==> src/rtl/alu_exec_unit.sv <==
// Integer ALU / branch-compare execution unit with a small result FIFO that
// drives the ALU CDB port; back-pressures the reservation station via busy.
module alu_exec_unit #(
  parameter int ROB_TAG_W = 5,
  parameter int DEPTH     = 2
) (
  input  logic                 clk,
  input  logic                 rst,
  input  logic                 rdy,
  input  logic                 reset,
  input  logic                 cal_flg,
  input  logic [31:0]          in_Vj,
  input  logic [31:0]          in_Vk,
  input  logic [31:0]          in_imm,
  input  logic [31:0]          in_pc,
  input  logic [3:0]           in_opcode,
  input  logic [ROB_TAG_W-1:0] in_dest,
  output logic                 busy,
  input  logic                 cdb_grant,
  output logic                 run_upd_alu,
  output logic [ROB_TAG_W-1:0] alu_rd,
  output logic [31:0]          alu_res,
  output logic [31:0]          alu_target
);

  localparam int PTR_W = $clog2(DEPTH);
  localparam int CNT_W = $clog2(DEPTH + 1);

  typedef enum logic [3:0] {
    OP_ADD  = 4'd0,  OP_SUB  = 4'd1,  OP_SLL  = 4'd2,  OP_SLT  = 4'd3,
    OP_SLTU = 4'd4,  OP_XOR  = 4'd5,  OP_SRL  = 4'd6,  OP_SRA  = 4'd7,
    OP_OR   = 4'd8,  OP_AND  = 4'd9,  OP_BEQ  = 4'd10, OP_BNE  = 4'd11,
    OP_BLT  = 4'd12, OP_BGE  = 4'd13, OP_BLTU = 4'd14, OP_BGEU = 4'd15
  } op_e;

  typedef struct packed {
    logic [ROB_TAG_W-1:0] dest;
    logic [31:0]          res;
    logic [31:0]          target;
  } entry_t;

  entry_t             mem [DEPTH];
  entry_t             new_entry;
  entry_t             head_entry;
  logic [PTR_W-1:0]   head_ptr;
  logic [PTR_W-1:0]   tail_ptr;
  logic [CNT_W-1:0]   count;
  logic               enq;
  logic               deq;

  logic [4:0]         shamt;
  logic               lt_s;
  logic               lt_u;
  logic               eq;
  logic               is_branch;
  logic [31:0]        res;

  assign shamt     = in_Vk[4:0];
  assign lt_s      = $signed(in_Vj) < $signed(in_Vk);
  assign lt_u      = in_Vj < in_Vk;
  assign eq        = in_Vj == in_Vk;
  assign is_branch = in_opcode >= 4'd10;

  // NOTE: every path assigns res, so the default up front keeps this block latch-free.
  always_comb begin
    res = '0;
    case (op_e'(in_opcode))
      OP_ADD:  res = in_Vj + in_Vk;
      OP_SUB:  res = in_Vj - in_Vk;
      OP_SLL:  res = in_Vj << shamt;
      OP_SLT:  res = {31'b0, lt_s};
      OP_SLTU: res = {31'b0, lt_u};
      OP_XOR:  res = in_Vj ^ in_Vk;
      OP_SRL:  res = in_Vj >> shamt;
      OP_SRA:  res = $unsigned($signed(in_Vj) >>> shamt);
      OP_OR:   res = in_Vj | in_Vk;
      OP_AND:  res = in_Vj & in_Vk;
      OP_BEQ:  res = {31'b0, eq};
      OP_BNE:  res = {31'b0, !eq};
      OP_BLT:  res = {31'b0, lt_s};
      OP_BGE:  res = {31'b0, !lt_s};
      OP_BLTU: res = {31'b0, lt_u};
      OP_BGEU: res = {31'b0, !lt_u};
      default: res = '0;
    endcase
  end

  always_comb begin
    new_entry.dest   = in_dest;
    new_entry.res    = res;
    new_entry.target = is_branch ? (in_pc + in_imm) : (in_pc + 32'd4);
  end

  // busy and run_upd_alu come only from registered count, so neither has a
  // combinational path from cdb_grant or cal_flg.
  assign busy        = (count == CNT_W'(DEPTH));
  assign run_upd_alu = (count != '0);
  assign enq         = cal_flg && !busy && rdy && !reset;
  assign deq         = run_upd_alu && cdb_grant && rdy && !reset;

  // NOTE: sequential state uses non-blocking assignments so every register
  // samples pre-edge values regardless of statement order.
  always_ff @(posedge clk or negedge rst) begin
    if (!rst) begin
      head_ptr <= '0;
      tail_ptr <= '0;
      count    <= '0;
    end else if (rdy) begin
      if (reset) begin
        head_ptr <= '0;
        tail_ptr <= '0;
        count    <= '0;
      end else begin
        if (enq) tail_ptr <= tail_ptr + PTR_W'(1);
        if (deq) head_ptr <= head_ptr + PTR_W'(1);
        case ({enq, deq})
          2'b10:   count <= count + CNT_W'(1);
          2'b01:   count <= count - CNT_W'(1);
          default: count <= count;
        endcase
      end
    end
  end

  // NOTE: the payload array carries no reset; count gates its visibility, so
  // stale contents can never reach the CDB.
  always_ff @(posedge clk) begin
    if (enq) mem[tail_ptr] <= new_entry;
  end

  assign head_entry = mem[head_ptr];
  assign alu_rd     = run_upd_alu ? head_entry.dest   : '0;
  assign alu_res    = run_upd_alu ? head_entry.res    : '0;
  assign alu_target = run_upd_alu ? head_entry.target : '0;

endmodule

==> config.mk <==
export PLATFORM = sky130hd
export DESIGN_NAME = alu_exec_unit
export DESIGN_NICKNAME = d
export VERILOG_FILES = /design/src/rtl/alu_exec_unit.sv
export SDC_FILE = /design/constraint.sdc
export NUM_CORES = 1
export LEC_CHECK = 0
export ABC_CLOCK_PERIOD_IN_PS = 7600
export BUFFER_PORTS_ARGS = -buffer_cell sky130_fd_sc_hd__buf_2
export CORE_ASPECT_RATIO = 1.5
export CORE_MARGIN = 3
export CORE_UTILIZATION = 61
export CTS_CLUSTER_SIZE = 8
export DETAILED_ROUTE_END_ITERATION = 10
export MAX_ROUTING_LAYER = met4
export PLACE_DENSITY = 0.84
export SLEW_MARGIN = 10
export SYNTH_ARGS = -nofsm -noshare
export SYNTH_HDL_FRONTEND = slang
export SYNTH_SLANG_ARGS = --single-unit
==> constraint.sdc <==
create_clock -name clk -period 7.6 [get_ports clk]
set_input_delay 1.52 -clock clk [delete_from_list [all_inputs] [get_ports clk]]
set_output_delay 1.52 -clock clk [all_outputs]
set_load 0.005 [all_outputs]
==> results.json <==
{
  "outcome": "finished clean",
  "finClkSkew_ns": 0.008600,
  "min_period_over_period": 0.7041,
  "dr_total_vias": 17472,
  "slew_headroom": 0.05596,
  "cts_resized": 0,
  "post_cts_buffers": 0,
  "clockBufferDepth": 2,
  "drt-initial-drc-count": 2036,
  "postLayoutCoreUtil": 0.6901,
  "critPathCaptureType": "register",
  "yosysSeqAreaShare": 0.2559,
  "ir_worst_vdd_v": 0.0002890,
  "r2r_setup_slack_ns": 5.31,
  "ioPinCount": 214,
  "clk_latency_ns": 0.44,
  "grt_antenna_before_repair": 2,
  "maxCapViolCount": 0,
  "worstPathMaxFanout": 27,
  "fp.dieW_um": 140.6,
  "drtAntennaViolNets": 0,
  "p_total_w": 0.003071,
  "pre_cts_slack_ns": 2.032,
  "fin_crit_ns": 5.351,
  "worst_pin_slew_ns": 1.407,
  "route.detailed.drc": 0,
  "synth_area_per_cell_um2": 8.501,
  "grt_overflow": 0,
  "port_buffers": 213,
  "cts-root-buf": "clkbuf_16",
  "drive_gt1_frac": 0.1829,
  "place_area_mm2": 0.01780,
  "crit_arrival_ns": 5.52,
  "drtPass1Iterations": 9,
  "synth-edff-count": 138,
  "slew_violations": 0,
  "ys.flop_type": "edfxtp_1",
  "totalWireLength_um": 66980,
  "grt_pass1_vias": 16983,
  "cts_tree": "built",
  "hold_buffers": 0,
  "async_flop_share": 0.02817,
  "final_hold_viol_count": 0,
  "synthCells": 1951,
  "rsz0062_at_grt": "false",
  "crit_required_ns": 7.77,
  "core_mm2": 0.02667,
  "synthDistinctLibCells": 81,
  "path_clk_slew_ns": 0.07,
  "p_per_area_mw_per_mm2": 166.8,
  "hpwlAfterDp_um": 49250,
  "syn_area_mm2": 0.01659,
  "clkSinkCount": 142,
  "initial_utilization": 0.6219,
  "wl_per_cell_um": 27.51,
  "place.gp.congestion": 1.104,
  "nNetsFinal": 2356,
  "cts_buffers": 17,
  "cp-start-kind": "input pin",
  "synth_nets": 2226,
  "max_freq_mhz": 186.9,
  "syn2layout_area_growth_pct": 10.97,
  "cts_htree_levels": 4,
  "p_leak_nw": 7.627,
  "grt_pass1_wl_um": 100100,
  "holdCritPathClass": "reg2reg",
  "rows": 73,
  "grt_max_degree": 72,
  "die_h_um": 208.0,
  "post_drt_via_cell_ratio": 7.175,
  "fin_ws_ns": 2.249,
  "ys_warn_count": 0,
  "synth-seq-cells": 142,
  "dieArea_mm2": 0.02925,
  "grt_use_total": 0.4578,
  "stdcell_area_mm2": 0.01841,
  "crit_type": "in2reg",
  "setup_viol": 0,
  "setup_tns_ns": 0
}
cell type report:
type / count / area [um^2]
antenna: 4 / 10.01
fill: 2108 / 8265
multi-input combinational: 1550 / 11370
sequential: 142 / 4248
tap: 337 / 421.7
inverter: 129 / 484.2
clock buffer: 17 / 425.4
timing repair buffer: 241 / 1279
clock inverter: 15 / 170.2
cell usage after synthesis (23+ instances only):
| master | number | area, um^2 |
|---|---|---|
| nand2_1 | 145 | 544.3 |
| edfxtp_1 | 138 | 4144 |
| o211ai_1 | 23 | 172.7 |
| a211oi_1 | 28 | 210.2 |
| nor2_1 | 247 | 927.1 |
| mux4_2 | 67 | 1509 |
| clkbuf_1 | 93 | 349.1 |
| a221oi_1 | 23 | 201.4 |
| xnor2_1 | 38 | 332.8 |
| a21o_1 | 23 | 172.7 |
| ha_1 | 129 | 1614 |
| o21a_1 | 24 | 180.2 |
| a21oi_1 | 149 | 745.7 |
| o31ai_1 | 24 | 180.2 |
| nand3_1 | 40 | 200.2 |
| mux2i_1 | 93 | 930.9 |
| xor2_1 | 28 | 245.2 |
| nor3_1 | 49 | 245.2 |
| o21ai_0 | 133 | 665.6 |
| inv_1 | 128 | 480.5 |
flip-flops by register name (all words and copies together), names as in the netlist:
| signal | flops |
|---|---|
| tail_ptr | 1 |
| mem | 138 |
| count | 2 |
| head_ptr | 1 |
cells in the final DEF, fill, tap and decap left out, drive strengths merged, types with 14 or more instances in the layout:
| cell type | count |
|---|---|
| inv | 136 |
| a31oi | 19 |
| nor2 | 247 |
| o31ai | 24 |
| a22oi | 17 |
| a221oi | 23 |
| o21ai | 136 |
| o211ai | 23 |
| a21oi | 149 |
| mux2i | 93 |
| a211oi | 29 |
| a21o | 23 |
| o21bai | 16 |
| clkbuf | 17 |
| and3 | 16 |
| nor3 | 49 |
| edfxtp | 138 |
| nand3 | 40 |
| o21a | 24 |
| or3 | 14 |
| mux4 | 67 |
| xor2 | 28 |
| nand4 | 17 |
| buf | 241 |
| xnor2 | 38 |
| ha | 129 |
| nand2 | 145 |
where the power goes:
part,switching (W),internal (W),total (W)
sequential,0.0000497,0.000914,0.000963
clock,0.000381,0.000467,0.000848
combinational,0.000779,0.000480,0.00126
total,0.00121,0.00186,0.00307
cells by family (layout without fill, tap and decap cells):
| family | after synthesis | count (layout) | synth area share |
|---|---|---|---|
| xor gates and xnor gates | 66 | 66 | 0.03485 |
| and+or+nand+nor | 607 | 607 | 0.1660 |
| AOI/OAI and AO/OA | 574 | 574 | 0.2259 |
| other | 0 | 4 | 0 |
| adders and majority gates | 132 | 132 | 0.1009 |
| buffers and inverters | 259 | 402 | 0.06193 |
| DFF | 142 | 142 | 0.2559 |
| muxes | 171 | 171 | 0.1546 |
worst paths after layout:
| path | start | cells after the start | end |
|---|---|---|---|
| worst max-delay path | in_Vk[0] | 12 | mem[0][62]$_DFFE_PP_ |
| worst min-delay path | tail_ptr$_DFFE_PN0P_ | 2 | tail_ptr$_DFFE_PN0P_ |
| worst max register to register | count[0]$_DFFE_PN0P_ | 5 | mem[0][54]$_DFFE_PP_ |
| worst min register to register | tail_ptr$_DFFE_PN0P_ | 2 | tail_ptr$_DFFE_PN0P_ |
| max in group asynchronous | rst | 1 | head_ptr$_DFFE_PN0P_ |
| min in group asynchronous | rst | 1 | head_ptr$_DFFE_PN0P_ |
metrics by stage:
stage | hold slack [ns] | std cells
3_3_place_gp | 0.6070 | 2399
4_1_cts | 0.6753 | 2431
6_report | 0.6799 | 2435
5_1_grt | 0.7255 | 2433
2_1_floorplan | 0.5619 | 1951
3_5_place_dp | 0.6635 | 2399
metal layers:
layer / GRT usage / vias up / wire length (um)
met5: - / - / 0
met4: 0.3260 / 0 / 6472
met3: 0.08232 / 394 / 7297
met2: 0.7397 / 1414 / 31710
met1: 0.5057 / 8136 / 21500
li1: - / 7528 / -
worst max-delay path, cell delays in order:
cell and delay [ns]:
buf_4 0.38, clkinv_1 0.54, ha_1 0.44, nand2_1 0.08, o21ai_0 0.18, mux2i_1 0.46, mux2_2 0.25, nor3_1 0.05
a2111oi_0 0.77, a31o_2 0.22, a311oi_1 0.05, or4_1 0.57
No activity file was read; power rests on OpenSTA's default activity.
